--- src/rtl/asroba_pkg.sv ---
// Shared definitions for the asroba accumulate stage: product width, default sizes, FSM states.
package asroba_pkg;

    localparam int PROD_W    = 32;
    localparam int ACC_W_DEF = 40;
    localparam int CNT_W_DEF = 8;

    typedef enum logic [0:0] {
        ST_ACC  = 1'b0,
        ST_DONE = 1'b1
    } state_e;

endpackage

--- src/rtl/asroba_acc_add.sv ---
// Combinational accumulator adder: acc + sign-extended product + carry-in, with overflow detect.
// Optional clamping on overflow when ACC_SATURATE_EN is defined.
module asroba_acc_add
    import asroba_pkg::*;
#(
    parameter int ACC_W = ACC_W_DEF
) (
    input  logic signed [ACC_W-1:0]  acc_i,
    input  logic signed [PROD_W-1:0] prod_i,
    input  logic                     cin_i,
    output logic signed [ACC_W-1:0]  sum_o,
    output logic                     ovf_o
);

    localparam logic [ACC_W-1:0] ACC_MAX = {1'b0, {(ACC_W-1){1'b1}}};
    localparam logic [ACC_W-1:0] ACC_MIN = {1'b1, {(ACC_W-1){1'b0}}};

    // The true sum of two same-sign operands that overflowed carries the operands' sign.
    function automatic logic [ACC_W-1:0] sat_clamp(input logic [ACC_W-1:0] raw,
                                                    input logic            ovf,
                                                    input logic            true_neg);
        if (!ovf) begin
            return raw;
        end
        return true_neg ? ACC_MIN : ACC_MAX;
    endfunction

    logic signed [ACC_W-1:0] term;
    logic        [ACC_W-1:0] raw_sum;

    always_comb begin
        term    = {{(ACC_W-PROD_W){prod_i[PROD_W-1]}}, prod_i};
        raw_sum = acc_i + term + {{(ACC_W-1){1'b0}}, cin_i};
        ovf_o   = (acc_i[ACC_W-1] == term[ACC_W-1]) && (raw_sum[ACC_W-1] != acc_i[ACC_W-1]);
`ifdef ACC_SATURATE_EN
        sum_o   = sat_clamp(raw_sum, ovf_o, acc_i[ACC_W-1]);
`else
        sum_o   = raw_sum;
`endif
    end

endmodule

--- src/rtl/asroba_acc_stage.sv ---
// Streaming dot-product accumulate stage behind the log multiplier (valid/ready in and out).
// Build option: define ACC_SATURATE_EN to clamp the accumulator on overflow instead of wrapping.
module asroba_acc_stage
    import asroba_pkg::*;
#(
    parameter int ACC_W = ACC_W_DEF,
    parameter int CNT_W = CNT_W_DEF
) (
    input  logic                     clk,
    input  logic                     rst,
    input  logic                     in_valid,
    output logic                     in_ready,
    input  logic        [PROD_W-1:0] in_prod,
    input  logic                     in_neg,
    input  logic                     in_last,
    output logic                     out_valid,
    input  logic                     out_ready,
    output logic signed [ACC_W-1:0]  out_acc,
    output logic        [CNT_W-1:0]  out_cnt,
    output logic                     out_ovf
);

    state_e                  state_q, state_d;
    logic signed [ACC_W-1:0] acc_q, acc_d;
    logic        [CNT_W-1:0] cnt_q, cnt_d;
    logic                    ovf_q, ovf_d;
    logic signed [ACC_W-1:0] out_acc_q, out_acc_d;
    logic        [CNT_W-1:0] out_cnt_q, out_cnt_d;
    logic                    out_ovf_q, out_ovf_d;
    logic                    out_valid_q, out_valid_d;
    logic                    in_ready_q, in_ready_d;

    logic signed [ACC_W-1:0] add_sum;
    logic                    add_ovf;
    logic        [CNT_W-1:0] cnt_inc;
    logic                    accept;

    asroba_acc_add #(
        .ACC_W (ACC_W)
    ) u_add (
        .acc_i  (acc_q),
        .prod_i (in_prod),
        .cin_i  (in_neg),
        .sum_o  (add_sum),
        .ovf_o  (add_ovf)
    );

    assign accept  = in_valid && in_ready_q;
    assign cnt_inc = (&cnt_q) ? cnt_q : cnt_q + CNT_W'(1);

    always_comb begin
        state_d     = state_q;
        acc_d       = acc_q;
        cnt_d       = cnt_q;
        ovf_d       = ovf_q;
        out_acc_d   = out_acc_q;
        out_cnt_d   = out_cnt_q;
        out_ovf_d   = out_ovf_q;
        out_valid_d = out_valid_q;
        in_ready_d  = in_ready_q;
        case (state_q)
            ST_ACC: begin
                if (accept) begin
                    if (in_last) begin
                        // Final beat: publish the result and restart the running sum from zero.
                        out_acc_d   = add_sum;
                        out_cnt_d   = cnt_inc;
                        out_ovf_d   = ovf_q | add_ovf;
                        out_valid_d = 1'b1;
                        in_ready_d  = 1'b0;
                        acc_d       = '0;
                        cnt_d       = '0;
                        ovf_d       = 1'b0;
                        state_d     = ST_DONE;
                    end else begin
                        acc_d = add_sum;
                        cnt_d = cnt_inc;
                        ovf_d = ovf_q | add_ovf;
                    end
                end
            end
            ST_DONE: begin
                if (out_ready) begin
                    out_valid_d = 1'b0;
                    in_ready_d  = 1'b1;
                    state_d     = ST_ACC;
                end
            end
            default: begin
                state_d = ST_ACC;
            end
        endcase
    end

    always_ff @(posedge clk) begin
        if (rst) begin
            state_q     <= ST_ACC;
            acc_q       <= '0;
            cnt_q       <= '0;
            ovf_q       <= 1'b0;
            out_acc_q   <= '0;
            out_cnt_q   <= '0;
            out_ovf_q   <= 1'b0;
            out_valid_q <= 1'b0;
            in_ready_q  <= 1'b1;
        end else begin
            state_q     <= state_d;
            acc_q       <= acc_d;
            cnt_q       <= cnt_d;
            ovf_q       <= ovf_d;
            out_acc_q   <= out_acc_d;
            out_cnt_q   <= out_cnt_d;
            out_ovf_q   <= out_ovf_d;
            out_valid_q <= out_valid_d;
            in_ready_q  <= in_ready_d;
        end
    end

    assign in_ready  = in_ready_q;
    assign out_valid = out_valid_q;
    assign out_acc   = out_acc_q;
    assign out_cnt   = out_cnt_q;
    assign out_ovf   = out_ovf_q;

endmodule

--- config.mk ---
export PLATFORM = sky130hd
export DESIGN_NAME = asroba_acc_stage
export DESIGN_NICKNAME = d
export VERILOG_FILES = /design/src/rtl/asroba_pkg.sv /design/src/rtl/asroba_acc_add.sv /design/src/rtl/asroba_acc_stage.sv
export SDC_FILE = /design/constraint.sdc
export NUM_CORES = 1
export LEC_CHECK = 0
export ABC_AREA = 1
export BUFFER_PORTS_ARGS = -buffer_cell sky130_fd_sc_hd__buf_4
export CAP_MARGIN = 25
export CORE_ASPECT_RATIO = 0.8
export CORE_MARGIN = 2
export CORE_UTILIZATION = 35
export DETAILED_ROUTE_END_ITERATION = 16
export PLACE_DENSITY = 0.54
export SLEW_MARGIN = 20
export SYNTH_ARGS = -nofsm -noshare
export SYNTH_HDL_FRONTEND = slang
export SYNTH_HIERARCHICAL = 1
export SYNTH_SLANG_ARGS = --single-unit
--- constraint.sdc ---
create_clock -name clk -period 3.2 [get_ports clk]
set_input_delay 0.32 -clock clk [delete_from_list [all_inputs] [get_ports clk]]
set_output_delay 0.32 -clock clk [all_outputs]
set_load 0.01 [all_outputs]
======== Word level (Yosys, flattened, before mapping) ========
Index checks and enable logic that the tools add are counted.
cells by class
  add/sub/neg operators ................... 3
  mux-type cells .......................... 16
  reductions and logical operators ........ 6
  equal/unequal tests ..................... 5
  bitwise logic cells ..................... 2
operators by type and width
  operator                                     count
  adder 40 x 1 -> 40 bit                       1
  adder 40 bit                                 1
  2-to-1 mux 40 bit                            1
  2-to-1 mux 8 bit                             2
  2-to-1 mux 1 bit                             10
  adder 8 x 1 -> 8 bit, second input constant  1
  AND reduction 8 bit                          1
  != test 2 bit, second input constant         3
  case mux 1 bit (2 select lines)              3
  AND reduction 3 bit                          2
  logical AND 1 bit                            2
  AND reduction 2 bit                          1
  equality test 1 bit                          1
  != test 1 bit                                1
  NOT 1 bit                                    1
  bitwise OR 1 bit                             1
storage, ports and cells
  output and inout bits ................... 51
  bits in registers ....................... 101

======== Logic depth before layout (Yosys ltp) ========
Gate-level depths: netlist of run 1.
  depth in word-level cells ............... 6
  gate-level depth with buffers ........... 17
  mapped depth without buffers ............ 17

======== Modules after synthesis ========
The synthesis of run 1 kept the hierarchy.
by module, submodules not included
  module            area an instance (um^2)  cells each  times used  seq. area each (um^2)
  asroba_acc_stage  3764.9                   468         1           2021.9
  asroba_acc_add    2975.4                   621         1           0.0

======== Worst setup path before layout of run 1 ========
No wires, ideal clock.
  path kind ............................... register -> register
  from .................................... register acc_q[0]
  to ...................................... register acc_q[30]
  data required time ...................... 3.130 ns
  data arrival time ....................... 2.018 ns
  path slack .............................. 1.112 ns
  cell stages (with the launch flop) ...... 17
  cells stage by stage .................... dfxtp_1 -> inv_1 -> fa_1 -> inv_1 -> fa_1 -> nand3_1 -> nand3_1 -> nand2_1 -> nand2_1 -> nand2_1 -> nand3_1 -> nand2_1 -> nand2_1 -> nand2_1 -> nand2_1 -> nand2_2 -> a21oi_2
on the way
  word-level cells in the longest chain between the ends .. 3
ends and longest elaborated chain
  item                      RTL line                 text
  start: declaration        asroba_acc_stage.sv:24   logic signed [ACC_W-1:0] acc_q, acc_d;
  start signal: assignment  asroba_acc_stage.sv:98   acc_q <= '0;
  start signal: assignment  asroba_acc_stage.sv:108  acc_q <= acc_d;
  adder 40 bit              asroba_acc_add.sv:33     raw_sum = acc_i + term + {{(ACC_W-1){1'b0}}, cin_i};
  adder 40 x 1 -> 40 bit    asroba_acc_add.sv:33
  net add_sum[30]           asroba_acc_stage.sv:33   logic signed [ACC_W-1:0] add_sum;
  2-to-1 mux 40 bit         asroba_acc_stage.sv:64   if (in_last) begin
The timed path passes the listed nets, and every way through them passes these cells.
A chain may end at the register's enable or synchronous reset.

======== Worst setup path after layout of run 1 ========
Same ends and word-level chain as after synthesis.

==> results of run 1 <==
## critical path, delay by kind of cell, from the launching register on
| kind | cells | cell delay [ns] |
|---|---|---|
| and+or+nand+nor | 11 | 1.05 |
| AOI/OAI and AO/OA | 1 | 0.12 |
| adders and majority gates | 2 | 0.69 |
| buffers and inverters | 2 | 0.21 |
| DFF | 1 | 0.32 |
## report_power, final
part,switching (W),internal (W),total (W)
sequential,0.0000457,0.00133,0.00137
clock,0.000518,0.000557,0.00107
combinational,0.000508,0.000285,0.000794
## area by class of cell
class,instances,area [µm²],share of cell area
clock buffers,12,246.5,0.03113
clock inverters,4,31.28,0.003951
inverters,152,570.5,0.07206
multi-input cells,810,3994,0.5044
flip-flops and latches,101,2022,0.2554
well taps,258,322.8,0.04077
repair buffers,94,730.7,0.09229
## registers in the layout, indices dropped and copies added, names as in the netlist
register	flops
ovf_q	1
state_q	1
cnt_q	8
out_acc	40
acc_q	40
out_ovf	1
out_cnt	8
in_ready	1
out_valid	1
## per-layer routing
metal | track usage | wire length (µm) | vias up | part of all wire
li1 | - | - | 3502 | -
met1 | 0.2924 | 10590 | 2832 | 0.55
met2 | 0.2801 | 7417 | 160 | 0.39
met3 | 0.03656 | 956 | 17 | 0.050
met4 | 0.05027 | 283 | 0 | 0.015
met5 | 0 | 0 | - | 0
## worst max path at each step
stage,to,from,cells past startpoint
after global routing,acc_q[38]$_SDFFE_PP0P_,acc_q[0]$_SDFFE_PP0P_,16
after CTS,acc_q[30]$_SDFFE_PP0P_,acc_q[0]$_SDFFE_PP0P_,16
after detailed placement,acc_q[30]$_SDFFE_PP0P_,in_prod[0],17
after global placement,acc_q[30]$_SDFFE_PP0P_,in_prod[0],17
final,acc_q[30]$_SDFFE_PP0P_,acc_q[0]$_SDFFE_PP0P_,16
after floorplan,acc_q[30]$_SDFFE_PP0P_,acc_q[0]$_SDFFE_PP0P_,16
## through the flow
| step | instances | cell area [µm²] | hold slack, ns |
|---|---|---|---|
| 2_1_floorplan | 1089 | 6740 | 0.4235 |
| 3_3_place_gp | 1414 | 7620 | 0.4330 |
| 6_report | 1431 | 7918 | 0.1504 |
| 4_1_cts | 1430 | 7898 | 0.1309 |
| 3_5_place_dp | 1414 | 7620 | 0.4331 |
| 5_1_grt | 1431 | 7918 | 0.1563 |
## synthesized netlist by cell type (all sizes together), types with 4 or more instances
cell,n
xor2,17
clkbuf,8
dfxtp,101
nand2,499
nor3,11
o21ai,21
nand3,44
nor2,71
a22o,9
a21oi,80
inv,152
buf,18
a31oi,4
xnor2,5
ha,39
## cell families (layout without fill, tap and decap cells)
| group | count (synthesis) | count (layout) |
|---|---|---|
| AND/OR/NAND/NOR | 631 | 631 |
| buffers and inverters | 178 | 262 |
| AO/OA/AOI/OAI | 116 | 116 |
| flip-flops | 101 | 101 |
| adder cells (fa/ha/maj) | 41 | 41 |
| XOR/XNOR | 22 | 22 |
==> qor.yml, run 1 <==
rr_endpoint: "acc_q[30]$_SDFFE_PP0P_"
crit_required_ns: 3.49
synthAdderAreaFrac: 0.07834
finalClockSkew_ns: 0.009848
cts_buffer_depth: 2
htree_levels: 3
r2r_cells: 16
wl_um: 19240
clock_latency_ns: 0.35
clock.fmax_mhz: 402.5
place_worst_setup_slack_ns: 0.6548
netlist_area_um2: 6740
path_max_fanout: 5
die_h_um: 128.1
status: "complete, no violations"
worstSetupPathType: "register to register"
whs_endpoint: "state_q$_SDFF_PP0_"
fin_crit_ns: 2.485
setup_tns_ns: 0
ys_seq_elements: 101
final_nets: 1247
layout-drive-gt1-share: 0.1432
drt-initial-drc-count: 482
root_buffer: "clkbuf_16"
antenna_found_initial: 0
synth_xor_area_frac: 0.02859
max_slew_margin: 0.5026
r2r_start: "acc_q[0]$_SDFFE_PP0P_"
ctsHoldBuffers: 0
final_antenna_net_count: 0
rows: 45
cts.repair.resized: 0
vias: 6511
fillers: 2140
cp_slowest_cell: "fa_1"
hold_class: "input port to register"
syn_to_final_growth_pct: 17.47
avgViaCountPerCell: 4.550
wl_per_cell_um: 13.45
fin_crit_sh: 0.7764
gp_congestion: 0.9064
antenna_cells: 0
tightest_slew_ns: 0.7461
min_path_cells: 2
clock_sinks: 101
cpPeakStageDelay_ns: 0.42
grt-ovfl-total: 0
start_util: 0.3563
drv_cap: 0
syn-num-nets: 1168
synth_cells: 1089
grt_max_degree: 51
grt_first_pass_wirelength_um: 31740
coreArea_um2: 18920
synth-edff-count: 0
p_total_w: 0.003243
synth_area_leaders: "dfxtp_1 30%, nand2_1 26%, inv_1 8.4%"
final_hold_viol_count: 0
cts.reportedPaths.clkPinSlew_ns: 0.07
rrSetupSlack_ns: 0.72
yosys_warnings: 6
drc_errors: 0
async_flop_share: 0
start_kind: "register"
path_cells: "inv_1 > fa_1 > inv_1 > fa_1 > nand3_1 > nand3_1 > nand2_1 > nand2_1 > nand2_1 > nand3_1 > nand2_1 > nand2_1 > nand2_1 > nand2_1 > nand2_2 > a21oi_2"
mostFrequentLayoutCells: "474 x nand2_1, 150 x inv_1, 101 x dfxtp_1"
io_pins: 89
cts_buffers: 9
synth_top_family_by_area: "simple AND/OR/NAND/NOR gates"
drt-pass1-iter-count: 5
postLayoutCoreUtil: 0.4185
die_w_um: 159.2
rsz0062_at_grt: "false"
p_leak_nw: 4.159
cp_data_arrival_time_ns: 2.77
grtUsageTotal: 0.1938
report.final.slew_viol_count: 0
dp_hpwl_um: 14610
synth-seq-area-share: 0.3000
synth_compound_area_frac: 0.1043
cts_tree: "yes"
yosys.area_share.simple: 0.3805
setup_violations: 0
cp_common_cell: "nand2_1"
die_area_um2: 20390
ys_types: 33
port_buffers: 88
cts_setup_buffers: 0
grt_pass1_vias: 6164
syn_avg_cell_area_um2: 6.189
endpoint_kind: "register"
hold_start: "out_ready"
ir_drop_v: 0.0002589
layout_commonest_cell: "nand2_1"
synth.top_cell.area_share: 0.3000
yosysTopAreaCell: "dfxtp_1"
synthMuxAreaShare: 0
synthFlopType: "dfxtp_1"
power_density_nw_per_um2: 409.6
fin_ws_ns: 0.7154
(Power assumes the default switching activity.)
==> run 2: changes to the inputs <==
clock period = 2.5 ns   (was 3.2 ns; I/O delays follow)
==> qor.yml, run 2 (synthesized netlist as in run 1, its figures left out) <==
status: "complete, no violations"
cts_buffers: 9  # unchanged
worstSetupPathType: "register to register"
drc_errors: 0  # unchanged
rsz0062_at_grt: "false"
final_cells: 1435  # +0.28%
hold_class: "input port to register"
final_nets: 1252  # +0.40%
htree_levels: 3  # unchanged
fillers: 2116  # -1.1%
globalRoute.busiestLayer: "met1"
p_leak_nw: 4.198  # +0.95%
netSwitchingFraction: 0.3347  # +0.004132
grt_first_pass_wirelength_um: 31550  # -0.59%
p_sw_w: 0.001386  # +29%
drt-initial-drc-count: 426  # -12%
final_antenna_net_count: 0  # unchanged
dp_hpwl_um: 14440  # -1.2%
cts_buffer_depth: 2  # unchanged
die_area_um2: 20390  # unchanged
vias: 6548  # +0.57%
start_kind: "register"
setup_violations: 0  # unchanged
rows: 45  # unchanged
clock_sinks: 101  # unchanged
drt-pass1-iter-count: 5  # unchanged
place_worst_setup_slack_ns: 0.03244  # -0.6224 ns
mostFrequentLayoutCells: "473 x nand2_1, 149 x inv_1, 101 x dfxtp_1"
p_total_w: 0.004140  # +28%
power_density_nw_per_um2: 518.2  # +27%
port_buffers: 88  # unchanged
cts_tree: "yes"
fin_crit_ns: 2.224  # -0.2603 ns
grtUsageTotal: 0.1932  # -0.0005893
io_pins: 89  # unchanged
avgViaCountPerCell: 4.563  # +0.29%
cts.reportedPaths.clkPinSlew_ns: 0.07  # about the same
antenna_cells: 0  # unchanged
stdcell_area_um2: 7989  # +0.90%
grt_use_met2: 0.2852  # +0.005115
die_w_um: 159.2  # unchanged
internal-power_w: 0.002754  # +27%
layout_commonest_cell: "nand2_1"
drv_cap: 0  # unchanged
antenna_found_initial: 0  # unchanged
wl_per_cell_um: 13.45  # about the same
placed_area_um2: 7695  # +0.99%
grt_util_met3: 0.03268  # -0.003882
p_seq_frac: 0.424  # about the same
tightest_slew_ns: 0.7492  # +0.003165 ns
path_max_fanout: 4  # -1
coreArea_um2: 18920  # unchanged
syn_to_final_growth_pct: 18.53
fin_ws_ns: 0.2757  # -0.4397 ns
finalClockSkew_ns: 0.01063  # +0.0007780 ns
root_buffer: "clkbuf_16"
crit_required_ns: 2.79  # -0.70 ns
clock_latency_ns: 0.36  # about the same
report.final.slew_viol_count: 0  # unchanged
numPlacedInstances: 1419  # +0.35%
setup_tns_ns: 0  # unchanged
combPwrFrac: 0.250  # +0.005
layout-drive-gt1-share: 0.1529  # +0.009709
cp_data_arrival_time_ns: 2.51  # -0.26 ns
clock.fmax_mhz: 449.6  # +12%
endpoint_kind: "register"
final_hold_viol_count: 0  # unchanged
die_h_um: 128.1  # unchanged
met1_usage: 0.2921  # -0.0003289
max_slew_margin: 0.5005  # -0.002111
grt_max_degree: 50  # -2.0%
ctsHoldBuffers: 0  # unchanged
grt_pass1_vias: 6104  # -0.97%
gp_congestion: 0.8866  # -2.2%
start_util: 0.3563  # unchanged
p_clk_frac: 0.326  # -0.005
grt-ovfl-total: 0  # unchanged
fin_crit_sh: 0.8897  # +0.1133
ir_drop_v: 0.0002933  # +13%
wl_um: 19290  # +0.27%
==> run 2: stage by stage <==
step	hold WS [ns]	utilization
after global placement	0.4361	0.4067
after detailed placement	0.4372	0.4067
after floorplan	0.3535	-
after global routing	0.07225	0.4223
final	0.08704	0.4223
after CTS	0.07598	0.4207
==> run 2: final cells by class <==
type	instances	area, µm²	share of cell area
timing repair buffer	99	793.3	0.09930
clock buffer	10	229.0	0.02866
tap	258	322.8	0.04041
inverter	152	570.5	0.07142
clock inverter	5	35.03	0.004385
sequential	101	2022	0.2531
multi-input combinational	810	4016	0.5027
==> run 2: power groups by stage <==
| stage | Sequential [W] | Clock [W] | Combinational, W |
|---|---|---|---|
| floorplan | 0.00180 | 0 | 0.000673 |
| global placement | 0.00179 | 0 | 0.00103 |
| detailed placement | 0.00179 | 0 | 0.00103 |
| CTS | 0.00176 | 0.00140 | 0.00103 |
| global route | 0.00177 | 0.00146 | 0.00117 |
| finish | 0.00176 | 0.00135 | 0.00103 |
==> run 2: timing repair <==
item | CTS | global route
setup endpoints to repair | 0 | 20
setup buffers | 0 | 1
gates resized for setup | 0 | 7
==> run 2: worst paths after layout <==
kind	startpoint	to	slack, ns	cells after the start
worst max-delay path	acc_q[0]$_SDFFE_PP0P_	acc_q[34]$_SDFFE_PP0P_	0.28	15
worst max register to register	acc_q[0]$_SDFFE_PP0P_	acc_q[34]$_SDFFE_PP0P_	0.28	15
worst min-delay path	out_ready	state_q$_SDFF_PP0_	0.09	2
worst min register to register	out_acc[33]$_SDFFE_PP0P_	out_acc[33]$_SDFFE_PP0P_	0.45	2
==> run 2: per-layer routing <==
metal  vias to the layer above  wire length [µm]
met1                      2879             10660
met2                       146              7588
li1                       3512                 -
met4                         0               174
met3                        11               868
met5                         -                 0
==> run 2: critical path, cell delays in order (launching register included) <==
cell and delay [ns]:
dfxtp_1 0.33, inv_1 0.06, fa_2 0.40, inv_2 0.10, fa_2 0.20, buf_4 0.11
nand3_1 0.08, nand3_2 0.13, nand2_1 0.07, nand2_1 0.14, nand2_1 0.14, nand2_1 0.08
nand2_1 0.04, nand2_1 0.08, nand2_2 0.06, a21oi_2 0.12
==> run 3: changes to the inputs <==
CORE_ASPECT_RATIO = 1.2   (was 0.8)
==> qor.yml, run 3 (synthesized netlist as in run 1, its figures left out) <==
status: "complete, no violations"
io_pins: 89  # unchanged
die_h_um: 156.0  # +22%
postLayoutCoreUtil: 0.4247  # +0.002397
fin_crit_ns: 2.248  # +0.02390 ns
start_util: 0.3575  # +0.001182
gp_congestion: 0.9265  # +4.5%
final_cells: 1434  # -0.070%
avgViaCountPerCell: 4.559  # about the same
rsz0062_at_grt: "false"
numPlacedInstances: 1418  # -0.070%
grtUsageTotal: 0.1959  # +0.002627
coreArea_um2: 18860  # -0.33%
wl_per_cell_um: 13.26  # -1.4%
worstSetupPathType: "register to register"
port_buffers: 88  # unchanged
tightest_slew_ns: 0.7078  # -0.04145 ns
endpoint_kind: "register"
ir_drop_v: 0.0002895  # -1.3%
clock_latency_ns: 0.36  # about the same
antenna_cells: 0  # unchanged
drv_cap: 0  # unchanged
mostFrequentLayoutCells: "473 x nand2_1, 149 x inv_1, 101 x dfxtp_1"
cts_tree: "yes"
vias: 6537  # -0.17%
drt-pass1-iter-count: 5  # unchanged
max_slew_margin: 0.5275  # +0.02695
syn_to_final_growth_pct: 18.80
cp_slowest_cell: "fa_1"
crit_buf_inv: 3  # unchanged
cts.reportedPaths.clkPinSlew_ns: 0.08  # about the same
htree_levels: 3  # unchanged
wl_um: 19010  # -1.5%
path_cells: "inv_1 > fa_1 > inv_2 > fa_1 > buf_4 > nand3_1 > nand3_1 > nand2_1 > nand2_1 > nand2_1 > nand2_1 > nand2_1 > nand2_1 > nand2_2 > a21oi_2"
antenna_found_initial: 0  # unchanged
root_buffer: "clkbuf_16"
cpPeakStageDelay_ns: 0.45  # +0.05 ns
grt-ovfl-total: 0  # unchanged
p_leak_nw: 4.216  # +0.41%
cp_data_arrival_time_ns: 2.54  # +0.03 ns
grt_pass1_vias: 6483  # +6.2%
layout_commonest_cell: "nand2_1"
finalClockSkew_ns: 0.01115  # +0.0005258 ns
final_nets: 1252  # unchanged
clock.fmax_mhz: 444.8  # -1.1%
place_worst_setup_slack_ns: 0.1361  # +0.1037 ns
power_density_nw_per_um2: 543.6  # +4.9%
grt_first_pass_wirelength_um: 31640  # +0.29%
die_area_um2: 20390  # about the same
drt-initial-drc-count: 302  # -29%
setup_tns_ns: 0  # unchanged
fillers: 2142  # +1.2%
report.final.slew_viol_count: 0  # unchanged
hold_class: "input port to register"
cts_buffers: 9  # unchanged
clock_sinks: 101  # unchanged
setup_violations: 0  # unchanged
drc_errors: 0  # unchanged
dp_hpwl_um: 14620  # +1.2%
rows: 55  # +22%
grt_max_degree: 50  # unchanged
cts_buffer_depth: 2  # unchanged
fin_crit_sh: 0.8993  # +0.009558
start_kind: "register"
fin_ws_ns: 0.2518  # -0.02390 ns
cts_setup_buffers: 0  # unchanged
die_w_um: 130.7  # -18%
layout-drive-gt1-share: 0.1511  # -0.001828
path_max_fanout: 4  # unchanged
cp_common_cell: "nand2_1"
final_antenna_net_count: 0  # unchanged
final_hold_viol_count: 0  # unchanged
critPathTopFamily: "simple AND/OR/NAND/NOR gates"
crit_required_ns: 2.79  # about the same
## run 3: cell types whose count changed in the layout (fill, tap and decap cells not counted), sizes merged
| cell | previous run | this run |
|---|---|---|
| clkinv | 2 | 1 |
| bufinv | 0 | 2 |
| clkinvlp | 1 | 0 |
| inv | 154 | 155 |
## run 3: metrics by stage
| step | hold WS [ns] | instance area [µm²] | total power (W) |
|---|---|---|---|
| 2_1_floorplan | 0.3535 | 6740 | 0.002478 |
| 3_3_place_gp | 0.4340 | 7675 | 0.002821 |
| 3_5_place_dp | 0.4340 | 7675 | 0.002821 |
| 4_1_cts | 0.08799 | 7995 | 0.004412 |
| 5_1_grt | 0.1051 | 8008 | 0.004617 |
| 6_report | 0.1012 | 8008 | 0.004353 |
## run 3: layout make-up
cell class	instances	area, µm²	share of cell area
tap	256	320.3	0.04000
multi-input combinational	810	4006	0.5003
clock inverter	6	91.34	0.01141
clock buffer	10	229.0	0.02859
inverter	152	570.5	0.07125
sequential	101	2022	0.2525
timing repair buffer	99	768.2	0.09594
## run 3: path summary, 6_finish.rpt
path	start	endpoint	slack [ns]	cells past startpoint
worst min register to register	out_acc[10]$_SDFFE_PP0P_	out_acc[10]$_SDFFE_PP0P_	0.45	2
worst max-delay path	acc_q[0]$_SDFFE_PP0P_	acc_q[26]$_SDFFE_PP0P_	0.25	15
worst min-delay path	out_ready	state_q$_SDFF_PP0_	0.10	2
worst max register to register	acc_q[0]$_SDFFE_PP0P_	acc_q[26]$_SDFFE_PP0P_	0.25	15
## run 3: per-layer routing
metal	global-route usage	routed length [µm]	part of all wire	up-vias
met1	0.2479	8877	0.47	2906
met4	0.05572	349	0.018	0
li1	-	-	-	3513
met3	0.02778	514	0.027	28
met2	0.3438	9269	0.49	90
met5	0	0	0	-
## run 3: report_power, final
part	internal, W	leakage [nW]	switching [W]	total (W)
combinational	0.000373	3.24	0.000646	0.00102
sequential	0.00170	0.822	0.0000551	0.00176
clock	0.000889	0.158	0.000689	0.00158
total	0.00296	4.22	0.00139	0.00435
## run 3: what timing repair did
| action | in CTS | in global routing |
|---|---|---|
| hold buffers | 0 | 0 |
| resized for setup | 0 | 4 |
| endpoints found under the setup margin | 0 | 20 |
